==> src/rtl/spi_mem_pkg.sv <==
// Shared constants and types for the SPI memory responder.
package spi_mem_pkg;

  // Serial-memory command opcodes understood by the responder
  localparam logic [7:0] CMD_READ  = 8'h03;
  localparam logic [7:0] CMD_WRITE = 8'h02;

  // Width of the address sent on the wire, regardless of implemented bits
  localparam int ADDR_BITS_SPI = 24;

  // Transaction phases
  typedef enum logic [2:0] {
    IDLE   = 3'd0,
    CMD    = 3'd1,
    ADDR   = 3'd2,
    RD     = 3'd3,
    WR     = 3'd4,
    IGNORE = 3'd5
  } state_t;

  // True for opcodes that proceed to the address phase
  function automatic logic is_known_cmd(input logic [7:0] cmd);
    return (cmd == CMD_READ) || (cmd == CMD_WRITE);
  endfunction

endpackage

==> src/rtl/spi_in_sync.sv <==
// Oversampling front end: synchronises sck/ss/mosi into clk and
// produces single-cycle edge strobes for sck and ss.
module spi_in_sync #(
  parameter int SYNC_STAGES = 2
) (
  input  logic clk,
  input  logic srst,
  input  logic spi_sck,
  input  logic spi_ss,
  input  logic spi_mosi,
  output logic mosi_sync,
  output logic sck_rise,
  output logic sck_fall,
  output logic ss_rise,
  output logic ss_fall
);

  // Bit order: {mosi, ss, sck}; idle levels are mosi=0, ss=1, sck=0
  localparam logic [2:0] IDLE_LEVELS = 3'b010;

  logic [2:0] pin_vec;
  logic [2:0] sync_vec;
  logic       sck_d_reg;
  logic       ss_d_reg;

  assign pin_vec = {spi_mosi, spi_ss, spi_sck};

  genvar gi;
  generate
    for (gi = 0; gi < 3; gi++) begin : g_sync
      logic [SYNC_STAGES-1:0] chain_reg;

      // Shift chain; reset loads the idle level so no false edge follows reset
      always_ff @(posedge clk) begin
        if (srst) begin
          chain_reg <= {SYNC_STAGES{IDLE_LEVELS[gi]}};
        end else begin
          chain_reg <= {chain_reg[SYNC_STAGES-2:0], pin_vec[gi]};
        end
      end

      assign sync_vec[gi] = chain_reg[SYNC_STAGES-1];
    end
  endgenerate

  // One extra flop per clock/select line for edge detection
  always_ff @(posedge clk) begin
    if (srst) begin
      sck_d_reg <= 1'b0;
      ss_d_reg  <= 1'b1;
    end else begin
      sck_d_reg <= sync_vec[0];
      ss_d_reg  <= sync_vec[1];
    end
  end

  assign mosi_sync = sync_vec[2];
  assign sck_rise  = sync_vec[0] & ~sck_d_reg;
  assign sck_fall  = ~sync_vec[0] & sck_d_reg;
  assign ss_rise   = sync_vec[1] & ~ss_d_reg;
  assign ss_fall   = ~sync_vec[1] & ss_d_reg;

endmodule

==> src/rtl/spi_mem_responder.sv <==
// SPI mode-0 responder emulating a serial RAM: READ/WRITE with a 24-bit
// address, served from a byte-wide cyc/ack memory port.
module spi_mem_responder
  import spi_mem_pkg::*;
#(
  parameter int ADDR_W      = 16,
  parameter int SYNC_STAGES = 2
) (
  input  logic              wb_clk,
  input  logic              wb_rst,
  input  logic              spi_sck,
  input  logic              spi_ss,
  input  logic              spi_mosi,
  output logic              spi_miso,
  output logic              mem_cyc,
  output logic              mem_we,
  output logic [ADDR_W-1:0] mem_adr,
  output logic [7:0]        mem_dat_w,
  input  logic [7:0]        mem_dat_r,
  input  logic              mem_ack,
  output logic              busy
);

  localparam logic [1:0]        LAST_ADDR_BYTE = 2'(ADDR_BITS_SPI / 8 - 1);
  localparam logic [ADDR_W-1:0] ADDR_ONE       = ADDR_W'(1);

  logic mosi_s;
  logic sck_rise;
  logic sck_fall;
  logic ss_rise;
  logic ss_fall;

  spi_in_sync #(
    .SYNC_STAGES(SYNC_STAGES)
  ) u_sync (
    .clk      (wb_clk),
    .srst     (wb_rst),
    .spi_sck  (spi_sck),
    .spi_ss   (spi_ss),
    .spi_mosi (spi_mosi),
    .mosi_sync(mosi_s),
    .sck_rise (sck_rise),
    .sck_fall (sck_fall),
    .ss_rise  (ss_rise),
    .ss_fall  (ss_fall)
  );

  state_t            state_reg;
  state_t            state_next;
  logic [2:0]        bit_cnt_reg;
  logic [1:0]        byte_cnt_reg;
  logic [7:0]        shift_in_reg;
  logic [7:0]        shift_out_reg;
  logic [7:0]        rd_buf_reg;
  logic [ADDR_W-1:0] addr_reg;
  logic [ADDR_W-1:0] mem_adr_reg;
  logic [7:0]        dat_w_reg;
  logic              is_read_reg;
  logic              miso_reg;
  logic              cyc_reg;
  logic              we_reg;

  logic [7:0]        rx_byte;
  logic              byte_done;
  logic              addr_done;
  logic              mem_free;
  logic [ADDR_W-1:0] addr_shifted;
  logic [ADDR_W-1:0] addr_inc;

  // Byte as it will look once the bit sampled this cycle is shifted in
  assign rx_byte      = {shift_in_reg[6:0], mosi_s};
  assign byte_done    = sck_rise && (bit_cnt_reg == 3'd7);
  assign addr_done    = byte_done && (byte_cnt_reg == LAST_ADDR_BYTE);
  // A new request may be launched in the same cycle the previous one is acked
  assign mem_free     = !cyc_reg || mem_ack;
  // Upper SPI address bits simply fall off the top of the register
  assign addr_shifted = {addr_reg[ADDR_W-2:0], mosi_s};
  assign addr_inc     = addr_reg + ADDR_ONE;

  // State register
  always_ff @(posedge wb_clk) begin
    if (wb_rst) begin
      state_reg <= IDLE;
    end else begin
      state_reg <= state_next;
    end
  end

  // Next-state decode; deselect wins over everything
  always_comb begin
    state_next = state_reg;
    if (ss_rise) begin
      state_next = IDLE;
    end else begin
      case (state_reg)
        IDLE:    if (ss_fall) state_next = CMD;
        CMD:     if (byte_done) state_next = is_known_cmd(rx_byte) ? ADDR : IGNORE;
        ADDR:    if (addr_done) state_next = is_read_reg ? RD : WR;
        default: state_next = state_reg;
      endcase
    end
  end

  // Outputs derived from state; miso drops in the same cycle ss rises
  always_comb begin
    busy     = (state_reg != IDLE);
    spi_miso = (state_reg == RD) && miso_reg && !ss_rise;
  end

  assign mem_cyc   = cyc_reg;
  assign mem_we    = we_reg;
  assign mem_adr   = mem_adr_reg;
  assign mem_dat_w = dat_w_reg;

  // Shift registers, counters and the memory handshake
  always_ff @(posedge wb_clk) begin
    if (wb_rst) begin
      bit_cnt_reg   <= '0;
      byte_cnt_reg  <= '0;
      shift_in_reg  <= '0;
      shift_out_reg <= '0;
      rd_buf_reg    <= '0;
      addr_reg      <= '0;
      mem_adr_reg   <= '0;
      dat_w_reg     <= '0;
      is_read_reg   <= 1'b0;
      miso_reg      <= 1'b0;
      cyc_reg       <= 1'b0;
      we_reg        <= 1'b0;
    end else begin
      // Completing request: runs regardless of state so an aborted
      // transaction still finishes its cycle; read data only kept in RD
      if (cyc_reg && mem_ack) begin
        cyc_reg <= 1'b0;
        we_reg  <= 1'b0;
        if (we_reg) begin
          addr_reg <= addr_inc;
        end else if (state_reg == RD && !ss_rise) begin
          rd_buf_reg <= mem_dat_r;
        end
      end

      if (ss_rise || ss_fall) begin
        // Any partial byte is dropped at a select boundary
        bit_cnt_reg  <= '0;
        byte_cnt_reg <= '0;
        shift_in_reg <= '0;
        miso_reg     <= 1'b0;
      end else begin
        case (state_reg)
          CMD: begin
            if (sck_rise) begin
              shift_in_reg <= rx_byte;
              bit_cnt_reg  <= bit_cnt_reg + 3'd1;
              if (byte_done) is_read_reg <= (rx_byte == CMD_READ);
            end
          end
          ADDR: begin
            if (sck_rise) begin
              shift_in_reg <= rx_byte;
              bit_cnt_reg  <= bit_cnt_reg + 3'd1;
              addr_reg     <= addr_shifted;
              if (byte_done) byte_cnt_reg <= addr_done ? 2'd0 : byte_cnt_reg + 2'd1;
              // Fetch the first read byte as soon as the address is complete
              if (addr_done && is_read_reg && mem_free) begin
                cyc_reg     <= 1'b1;
                we_reg      <= 1'b0;
                mem_adr_reg <= addr_shifted;
              end
            end
          end
          WR: begin
            if (sck_rise) begin
              shift_in_reg <= rx_byte;
              bit_cnt_reg  <= bit_cnt_reg + 3'd1;
              if (byte_done && mem_free) begin
                cyc_reg     <= 1'b1;
                we_reg      <= 1'b1;
                mem_adr_reg <= addr_reg;
                dat_w_reg   <= rx_byte;
              end
            end
          end
          RD: begin
            if (sck_fall) begin
              bit_cnt_reg <= bit_cnt_reg + 3'd1;
              if (bit_cnt_reg == 3'd0) begin
                // Byte boundary: present the fetched byte and prefetch the next
                shift_out_reg <= rd_buf_reg;
                miso_reg      <= rd_buf_reg[7];
                addr_reg      <= addr_inc;
                if (mem_free) begin
                  cyc_reg     <= 1'b1;
                  we_reg      <= 1'b0;
                  mem_adr_reg <= addr_inc;
                end
              end else begin
                shift_out_reg <= {shift_out_reg[6:0], 1'b0};
                miso_reg      <= shift_out_reg[6];
              end
            end
          end
          default: begin
          end
        endcase
      end
    end
  end

endmodule

==> config.mk <==
export PLATFORM = sky130hd
export DESIGN_NAME = spi_mem_responder
export DESIGN_NICKNAME = d
export VERILOG_FILES = /design/src/rtl/spi_mem_pkg.sv /design/src/rtl/spi_in_sync.sv /design/src/rtl/spi_mem_responder.sv
export SDC_FILE = /design/constraint.sdc
export NUM_CORES = 1
export LEC_CHECK = 0
export CORE_ASPECT_RATIO = 0.9
export CORE_UTILIZATION = 58
export CTS_CLUSTER_SIZE = 28
export DETAILED_ROUTE_END_ITERATION = 6
export GPL_TIMING_DRIVEN = 0
export PLACE_DENSITY = 0.89
export SYNTH_ARGS = -nofsm -noshare
export SYNTH_HDL_FRONTEND = slang
export SYNTH_SLANG_ARGS = --single-unit
==> constraint.sdc <==
create_clock -name wb_clk -period 2.8 [get_ports wb_clk]
set_clock_uncertainty 0.2 [all_clocks]
set_input_delay 0.42 -clock wb_clk [delete_from_list [all_inputs] [get_ports wb_clk]]
set_output_delay 0.42 -clock wb_clk [all_outputs]
set_load 0.05 [all_outputs]
==> flow_metrics.env, run 1 <==
export IMPL_instances_no_fill=703
export IMPL_max_slew_margin=0.447
export IMPL_critPathBufInv=2
export IMPL_wl_per_cell_um=18.5
export IMPL_p_seq_frac=0.487
export IMPL_netlist_area_um2=4520
export IMPL_drc_errors=0
export IMPL_use_met2=0.502
export IMPL_final_cell_mix="dfxtp_1 (82), nor2_1 (80), nand2_1 (52)"
export IMPL_layout_min_cycle_time_ns=2.62
export IMPL_syn_nets=573
export IMPL_cell_internal_pwr_w=0.00181
export IMPL_synthCells=553
export IMPL_dpl_cell_count=689
export IMPL_grt_use_met3=0.0833
export IMPL_power_leakage_nw=1.89
export IMPL_crit_path_end_kind="register"
export IMPL_yosysUniqueCellTypes=61
export IMPL_power_total_w=0.00247
export IMPL_ys_seq_elements=82
export IMPL_start_util=0.600
export IMPL_cts_tree="built"
export IMPL_syn_to_final_growth_pct=16.6
export IMPL_holdBufCountCts=0
export IMPL_grt_antenna_before_repair=0
export IMPL_max_cap_violations=0
export IMPL_required_ns=2.91
export IMPL_dpl_hpwl_mm=9.04
export IMPL_drtIter0Drc=560
export IMPL_hold_viol_final=0
export IMPL_hold_class="reg2reg"
export IMPL_drt_wl_total_mm=13.0
export IMPL_ys_seq_area_frac=0.363
export IMPL_dieWidth_um=95.1
export IMPL_synth_edff_count=0
export IMPL_core_um2=7540
export IMPL_finalCritPeriodShare=0.937
export IMPL_ctsRootBufferMaster="clkbuf_8"
export IMPL_num_vias=4607
export IMPL_cts_max_level=3
export IMPL_tightest_slew_ns=0.830
export IMPL_fmax_ghz=0.381
export IMPL_status="completed"
export IMPL_criticalPathCategory="reg2reg"
export IMPL_synth_flop_cell="dfxtp_1"
export IMPL_die_area_um2=8160
export IMPL_cts_buffer_depth=2
export IMPL_setup_violations=0
export IMPL_grt_pass1_vias=4244
export IMPL_layout_commonest_cell="dfxtp_1"
export IMPL_routed_via_density=6.55
export IMPL_met1_usage=0.416
export IMPL_place_congestion=0.971
export IMPL_switching_share=0.266
export IMPL_synth_area_leaders="dfxtp_1 (36%), nor2_1 (6.7%), mux2i_1 (6.6%)"
export IMPL_synth_top_area_cell="dfxtp_1"
export IMPL_port_buffers=40
export IMPL_cts_setup_buffers=0
export IMPL_avgSynthCellArea_um2=8.18
export IMPL_path_clk_slew_ns=0.09
export IMPL_cp_max_fo=9
export IMPL_diodes=0
export IMPL_combPwrFrac=0.104
export IMPL_p_per_area_nw_per_um2=468
export IMPL_yosysWarnings=0
export IMPL_drv_slew=0
export IMPL_yosys_area_top_type_share=0.363
export IMPL_rsz0062_at_grt="false"
export IMPL_insertion_delay_ns=0.37
export IMPL_grt_busiest_layer="met2"
export IMPL_rows=30
export IMPL_cp_slowest_stage_delay_ns=0.50
export IMPL_cts_buffers=9
export IMPL_crit_path_top_delay_cell="ha_1"
export IMPL_async_flop_share=0
export IMPL_crit_family="compound AO/OA/AOI/OAI gates"
export IMPL_ant_nets=0
export IMPL_crit_chain="inv_1 > ha_1 > nand2b_1 > clkbuf_1 > or3_1 > a21boi_0 > o22ai_1 > a31oi_1 > a31o_2"
export IMPL_p_sw_w=0.000657
export IMPL_die_y_um=85.8
export IMPL_cts_sinks=82
export IMPL_grt_pass1_wl_mm=20.4
export IMPL_dr_pass1_iters=7
export IMPL_cp_arrival_ns=2.73
export IMPL_hold_slack_ns=0.239
export IMPL_grt_use_total=0.326
export IMPL_clockPowerShare=0.409
export IMPL_layout_drive_gt1_share=0.0923
export IMPL_num_io_pins=42
export IMPL_nNetsFinal=622
export IMPL_grt_max_degree=20
export IMPL_startpoint_type="register"
export IMPL_vdd_drop_max_mv=0.340
export IMPL_grt_overflow=0
==> metrics by stage <==
step	worst slack (ns)	utilization	cell area (um^2)	TNS (ns)
floorplan	0.0320	-	4520	0
CTS	0.00620	0.699	5270	0
detailed placement	-0.164	0.669	5040	-0.164
global placement	-0.127	0.669	5040	-0.127
global route	0.0827	0.700	5280	0
finish	0.176	0.700	5280	0
==> synthesized netlist by cell type (9+ instances only) <==
cell type / instances
clkbuf_1: 30
dfxtp_1: 82
buf_2: 13
mux2i_1: 30
o21ai_0: 24
nand3_1: 13
a22oi_1: 11
xor2_1: 9
nor3_1: 12
a311oi_1: 15
o22ai_1: 11
a21oi_1: 24
nor2b_1: 10
nand2b_1: 10
xnor2_1: 10
nor2_1: 81
nand2_1: 52
==> worst register-to-register path, stage by stage, from the launching register on <==
cell and delay, ns:
dfxtp_1 0.37, inv_1 0.06, ha_1 0.50, nand2b_1 0.09, clkbuf_1 0.25, or3_1 0.48, a21boi_0 0.19, o22ai_1 0.11
a31oi_1 0.19, a31o_2 0.12
==> routing by layer <==
metal / up-vias / part of all wire
met5: - / 0
li1: 2102 / -
met1: 2129 / 0.40
met2: 314 / 0.45
met3: 62 / 0.10
met4: 0 / 0.042
==> path summary, 6_finish.rpt <==
path	startpoint	endpoint	slack, ns	cells past startpoint
setup / recovery	u_sync.g_sync[1].chain_reg[1]$_SDFF_PP1_	addr_reg[12]$_SDFF_PP0_	0.18	9
hold / removal	u_sync.g_sync[1].chain_reg[0]$_SDFF_PP1_	u_sync.g_sync[1].chain_reg[1]$_SDFF_PP1_	0.24	1
setup reg to reg	u_sync.g_sync[1].chain_reg[1]$_SDFF_PP1_	addr_reg[12]$_SDFF_PP0_	0.18	9
hold reg to reg	u_sync.g_sync[1].chain_reg[0]$_SDFF_PP1_	u_sync.g_sync[1].chain_reg[1]$_SDFF_PP1_	0.24	1
==> final cells by class <==
cell class / instances / area [um^2]
multi-input cells: 415 / 2650
plain buffers: 46 / 211
inverters: 8 / 30.0
repair buffers: 40 / 395
fillers: 558 / 2270
well taps: 96 / 120
flip-flops and latches: 82 / 1640
clock buffers: 10 / 138
clock inverters: 6 / 93.8
==> cells by family after synthesis <==
kind of cell | share of synthesized area
AOI/OAI and AO/OA | 0.222
xor gates and xnor gates | 0.0368
adders and majority gates | 0.0166
buffers and inverters | 0.0550
DFF | 0.363
muxes | 0.0689
and+or+nand+nor | 0.238
==> repair_timing <==
action,in CTS,in global routing
resized for setup,2,5
setup endpoints to repair,1,8
hold endpoints to repair,0,0
==> power groups by stage <==
stage               combinational [W]  sequential, W  clock [W]
global route                 0.000271        0.00120    0.00107
finish                       0.000258        0.00120    0.00101
floorplan                    0.000112        0.00128          0
global placement             0.000245        0.00123          0
CTS                          0.000252        0.00120    0.00101
detailed placement           0.000251        0.00123          0
Power figures use the tool's default switching activity.
==> inputs of run 2 (changes only) <==
--- a/config.mk
+++ b/config.mk
@@ -6,11 +6,11 @@
 export NUM_CORES = 1
 export LEC_CHECK = 0
 export CORE_ASPECT_RATIO = 0.9
-export CORE_UTILIZATION = 58
+export CORE_UTILIZATION = 38
 export CTS_CLUSTER_SIZE = 28
 export DETAILED_ROUTE_END_ITERATION = 6
 export GPL_TIMING_DRIVEN = 0
-export PLACE_DENSITY = 0.89
+export PLACE_DENSITY = 0.66
 export SYNTH_ARGS = -nofsm -noshare
 export SYNTH_HDL_FRONTEND = slang
 export SYNTH_SLANG_ARGS = --single-unit
==> run 2 against run 1 <==
- worst setup slack improved by 0.034 ns
- highest routed layer unchanged
- wire length fell by 1.7%
- sequential power barely moved
- total power rose by 5.8%
- register-to-register slack improved by 0.03 ns
- cell area rose by 2.4%
- global-route usage fell by 11 points
- cell count rose by 8.5%
- critical path depth fell by 1
- worst hold slack got worse by 0.030 ns
- die area rose by 51%
- clock-buffer cell count fell by 1
==> flow_metrics.env, run 2 (synthesis gave the netlist of run 1 again) <==
export IMPL_startpoint_type="register"
export IMPL_fmax_ghz=0.386
export IMPL_syn_to_final_growth_pct=19.4
export IMPL_instances_no_fill=763
export IMPL_finalCritPeriodShare=0.925
export IMPL_nNetsFinal=622
export IMPL_cts_tree="built"
export IMPL_die_area_um2=12300
export IMPL_grt_pass1_wl_mm=20.9
export IMPL_vdd_drop_max_mv=0.396
export IMPL_holdPathStages=1
export IMPL_wl_per_cell_um=16.8
export IMPL_setup_violations=0
export IMPL_rsz0062_at_grt="false"
export IMPL_grt_use_total=0.221
export IMPL_required_ns=2.80
export IMPL_status="completed"
export IMPL_cts_buffer_depth=2
export IMPL_grt_overflow=0
export IMPL_insertion_delay_ns=0.35
export IMPL_port_buffers=40
export IMPL_layout_drive_gt1_share=0.0923
export IMPL_crit_chain="ha_1 > nand2_1 > nor3_1 > and3_1 > clkbuf_1 > xor2_1 > a22oi_1 > o32ai_1"
export IMPL_cts_max_level=3
export IMPL_dpl_cell_count=749
export IMPL_cts_setup_buffers=0
export IMPL_num_vias=4376
export IMPL_place_congestion=0.917
export IMPL_num_io_pins=42
export IMPL_criticalPathCategory="reg2reg"
export IMPL_cp_arrival_ns=2.59
export IMPL_p_per_area_nw_per_um2=483
export IMPL_power_leakage_nw=1.92
export IMPL_worstHoldEndpoint="u_sync.g_sync[1].chain_reg[1]$_SDFF_PP1_"
export IMPL_final_cell_mix="dfxtp_1 (82), nor2_1 (80), nand2_1 (52)"
export IMPL_dr_pass1_iters=5
export IMPL_reg2reg_slack_ns=0.21
export IMPL_setup_slack_ns=0.210
export IMPL_cp_slowest_stage_delay_ns=0.48
export IMPL_routed_via_density=5.74
export IMPL_die_y_um=106
export IMPL_cts_buffers=9
export IMPL_max_cap_violations=0
export IMPL_reg2reg_depth=8
export IMPL_path_clk_slew_ns=0.06
export IMPL_hold_viol_final=0
export IMPL_diodes=0
export IMPL_drc_errors=0
export IMPL_tightest_slew_ns=0.804
export IMPL_rr_endpoint="addr_reg[10]$_SDFF_PP0_"
export IMPL_cp_max_fo=8
export IMPL_rr_startpoint="addr_reg[1]$_SDFF_PP0_"
export IMPL_dp_slack_ns=-0.198
export IMPL_dpl_hpwl_mm=9.13
export IMPL_crit_path_top_delay_cell="nor3_1"
export IMPL_min_delay_start="u_sync.g_sync[1].chain_reg[0]$_SDFF_PP1_"
export IMPL_grt_max_degree=20
export IMPL_rows=37
export IMPL_ant_nets=0
export IMPL_dieWidth_um=117
export IMPL_ctsRootBufferMaster="clkbuf_16"
export IMPL_drtIter0Drc=385
export IMPL_crit_path_end_kind="register"
export IMPL_hold_class="reg2reg"
export IMPL_grt_pass1_vias=4043
export IMPL_drt_wl_total_mm=12.8
export IMPL_core_um2=11500
export IMPL_max_slew_margin=0.464
export IMPL_drv_slew=0
export IMPL_cts_sinks=82
export IMPL_start_util=0.392
export IMPL_layout_commonest_cell="dfxtp_1"
export IMPL_layout_min_cycle_time_ns=2.59
export IMPL_grt_antenna_before_repair=0
## run 2: cell count changes in the layout (fill, tap and decap cells not counted), sizes merged
cell    change
clkinv      +2
clkbuf      -1
bufinv      -2
inv         +1
## run 2: repair_timing
| action | 4_1_cts | 5_1_grt |
|---|---|---|
| endpoints found under the setup margin | 4 | 5 |
| gates cloned | 0 | 0 |
| hold endpoints to repair | 0 | 0 |
| hold buffers | 0 | 0 |
| gates resized for setup | 3 | 4 |
## run 2: cell type report
type | count | area [um^2]
Clock buffer | 9 | 225
Sequential cell | 82 | 1640
Tap cell | 156 | 195
Multi-Input combinational cell | 415 | 2650
Timing Repair Buffer | 40 | 395
Buffer | 46 | 211
Fill cell | 1121 | 6120
Inverter | 8 | 30.0
Clock inverter | 7 | 58.8
## run 2: how the worst max path moves through the flow
stage                                   start                       to  slack [ns]  depth (start not counted)
CTS                 state_reg[2]$_SDFFE_PP0P_                 spi_miso        0.02                          5
global placement    state_reg[0]$_SDFFE_PP0P_                 spi_miso       -0.19                          6
global route           addr_reg[1]$_SDFF_PP0_  addr_reg[10]$_SDFF_PP0_        0.05                          8
detailed placement  state_reg[2]$_SDFFE_PP0P_                 spi_miso       -0.20                          6
floorplan           state_reg[2]$_SDFFE_PP0P_                 spi_miso        0.03                          5
finish                 addr_reg[1]$_SDFF_PP0_  addr_reg[10]$_SDFF_PP0_        0.21                          8
## run 2: critical path: cells and delay by family, from the launching register on
| kind | cells | cell delay [ns] |
|---|---|---|
| compound gates | 2 | 0.28 |
| xor+xnor | 1 | 0.09 |
| fa+ha+maj | 1 | 0.32 |
| buf+inv | 1 | 0.19 |
| flops | 1 | 0.46 |
| simple gates | 3 | 0.91 |
## run 2: metrics by stage
stage               power [W]  utilization  hold slack, ns  TNS (ns)  instance area, um^2
floorplan             0.00139            -           0.189         0                 4520
global placement      0.00148        0.444           0.200    -0.192                 5120
detailed placement    0.00148        0.444           0.193    -0.337                 5120
CTS                   0.00262        0.469           0.209         0                 5400
global route          0.00269        0.469           0.229         0                 5400
finish                0.00261        0.469           0.209         0                 5400
## run 2: routing by layer
layer	up-vias	wire (um)	track usage
li1	2110	-	-
met3	24	845	0.0449
met1	2087	5830	0.305
met5	-	0	0
met2	155	5800	0.335
met4	0	327	0.0850
## run 2: where the power goes
| part | internal (W) | switching [W] | total (W) |
|---|---|---|---|
| Combinational | 0.0000878 | 0.000168 | 0.000256 |
| Sequential | 0.00119 | 0.0000138 | 0.00120 |
| Clock | 0.000617 | 0.000535 | 0.00115 |
==> inputs of run 3 (changes only) <==
--- a/config.mk
+++ b/config.mk
@@ -7,10 +7,11 @@
 export LEC_CHECK = 0
 export CORE_ASPECT_RATIO = 0.9
 export CORE_UTILIZATION = 38
+export CTS_BUF_LIST = sky130_fd_sc_hd__clkbuf_8
 export CTS_CLUSTER_SIZE = 28
 export DETAILED_ROUTE_END_ITERATION = 6
-export GPL_TIMING_DRIVEN = 0
 export PLACE_DENSITY = 0.66
+export SETUP_SLACK_MARGIN = 0.4
 export SYNTH_ARGS = -nofsm -noshare
 export SYNTH_HDL_FRONTEND = slang
 export SYNTH_SLANG_ARGS = --single-unit
==> run 3 against run 2 <==
- sequential share of layout area rose by 0.39 points
- sequential power barely moved
- maximum frequency rose by 12%
- cell area fell by 0.44%
- cell count fell by 2.6%
- via count fell by 3.2%
- the run now ends with DRC left
- total power fell by 7.8%
- clock-buffer cell count did not move
==> flow_metrics.env, run 3 (synthesis gave the netlist of run 1 again) <==
export IMPL_status="finished, violations left"
export IMPL_violations="DRC"
export IMPL_setup_slack_ns=0.479
export IMPL_start_util=0.392
export IMPL_finalCritPeriodShare=0.829
export IMPL_wl_met2_mm=5.49
export IMPL_hold_viol_final=0
export IMPL_fmax_ghz=0.431
export IMPL_drt_wl_total_mm=12.0
export IMPL_max_cap_violations=0
export IMPL_grt_pass1_vias=3934
export IMPL_highest_layer="met4"
export IMPL_grt_use_total=0.211
export IMPL_grt_overflow=0
export IMPL_vdd_drop_max_mv=0.501
export IMPL_path_clk_slew_ns=0.10
export IMPL_fillers=1098
export IMPL_grt_pass1_wl_mm=20.0
export IMPL_route_layer_met1_wl_mm=5.58
export IMPL_cts_setup_buffers=0
export IMPL_place_congestion=0.867
export IMPL_power_leakage_nw=1.92
export IMPL_port_buffers=41
export IMPL_num_io_pins=42
export IMPL_die_y_um=106
export IMPL_layout_min_cycle_time_ns=2.32
export IMPL_criticalPathCategory="reg2out"
export IMPL_hold_class="reg2reg"
export IMPL_cp_arrival_ns=1.70
export IMPL_final_cell_mix="nor2_1 (79), dfxtp_1 (75), nand2_1 (52)"
export IMPL_postLayoutCellArea_um2=5380
export IMPL_setup_tns_final_ns=0
export IMPL_ctsRootBufferMaster="clkbuf_8"
export IMPL_crit_path_end_kind="primary output"
export IMPL_max_slew_margin=0.545
export IMPL_p_per_area_nw_per_um2=447
export IMPL_crit_chain="buf_4 > or3_1 > dlygate4sd2_1"
export IMPL_cp_slowest_stage_delay_ns=0.43
export IMPL_crit_path_top_delay_cell="dlygate4sd2_1"
export IMPL_cts_tree="built"
export IMPL_layout_drive_gt1_share=0.131
export IMPL_nNetsFinal=602
export IMPL_dpl_hpwl_mm=7.91
export IMPL_instances_no_fill=743
export IMPL_placed_area_um2=5100
export IMPL_num_vias=4237
export IMPL_dp_slack_ns=0.242
export IMPL_grt_max_degree=64
export IMPL_cts_max_level=3
export IMPL_cts_sinks=82
export IMPL_core_um2=11500
export IMPL_drc_errors=1
export IMPL_syn_to_final_growth_pct=18.9
export IMPL_tightest_slew_ns=0.683
export IMPL_rsz0062_at_grt="true"
export IMPL_cp_max_fo=11
export IMPL_setup_violations=0
export IMPL_dpl_cell_count=726
export IMPL_wl_per_cell_um=16.2
export IMPL_holdBufCountCts=0
export IMPL_dieWidth_um=117
export IMPL_multiInputGateArea_um2=2680
export IMPL_insertion_delay_ns=0.38
export IMPL_drtIter0Drc=345
export IMPL_startpoint_type="register"
export IMPL_rows=37
export IMPL_diodes=0
export IMPL_layout_commonest_cell="nor2_1"
export IMPL_seq_area_um2=1660
export IMPL_met3_length_um=806
export IMPL_grt_antenna_before_repair=0
export IMPL_die_area_um2=12300
export IMPL_drv_slew=0
export IMPL_ant_nets=0
export IMPL_cts_buffer_depth=2
export IMPL_dr_pass1_iters=7
export IMPL_required_ns=2.18
export IMPL_cts_buffers=9
export IMPL_routed_via_density=5.70
==> run 3: changes by cell type in the layout (fill, tap and decap cells not counted), moves of 5 or more <==
cell	change
clkbuf_16	-9
buf_2	-12
dfxtp_2	+5
clkbuf_1	-28
clkbuf_8	+9
buf_4	+20
dfxtp_1	-7
==> run 3: layer usage <==
| metal | GRT usage | vias up |
|---|---|---|
| li1 | - | 2059 |
| met2 | 0.331 | 148 |
| met3 | 0.0552 | 16 |
| met4 | 0.0615 | 0 |
| met1 | 0.282 | 2014 |
| met5 | 0 | - |
==> run 3: cell type report <==
cell class	count	area share
inverter	8	0.00558
clock buffer	9	0.0230
timing repair buffer	65	0.111
multi-input combinational	416	0.499
sequential	82	0.308
clock inverter	7	0.0177
tap	156	0.0363
==> run 3: critical path, delay by kind of cell (launching register included) <==
kind | cells | cell delay, ns
buf+inv | 2 | 0.60
simple gates | 1 | 0.31
flops | 1 | 0.41
==> run 3: power by group <==
| group | total [W] | switching, W | internal [W] |
|---|---|---|---|
| Clock | 0.000954 | 0.000515 | 0.000440 |
| Sequential | 0.00121 | 0.0000196 | 0.00119 |
| Combinational | 0.000245 | 0.000157 | 0.0000884 |
| Total | 0.00241 | 0.000691 | 0.00171 |
==> run 3: what timing repair did <==
item	CTS	global route
pin swaps	1	0
gates resized for setup	6	14
cloned	1	0
setup endpoints to repair	16	24
==> run 3: stage by stage <==
step | power (W) | hold slack, ns | util
5_1_grt | 0.00250 | 0.256 | 0.467
6_report | 0.00241 | 0.229 | 0.467
3_3_place_gp | 0.00147 | 0.201 | 0.443
2_1_floorplan | 0.00139 | 0.189 | -
3_5_place_dp | 0.00148 | 0.196 | 0.443
4_1_cts | 0.00244 | 0.235 | 0.463
==> run 3: worst paths after layout <==
path                                            startpoint                                        to  slack [ns]  cells past startpoint
hold reg to reg   u_sync.g_sync[1].chain_reg[0]$_SDFF_PP1_  u_sync.g_sync[1].chain_reg[1]$_SDFF_PP1_        0.23                      1
setup / recovery                 state_reg[1]$_SDFFE_PP0P_                                      busy        0.48                      3
setup reg to reg                    addr_reg[1]$_SDFF_PP0_                   addr_reg[14]$_SDFF_PP0_        0.51                      7
hold / removal    u_sync.g_sync[1].chain_reg[0]$_SDFF_PP1_  u_sync.g_sync[1].chain_reg[1]$_SDFF_PP1_        0.23                      1
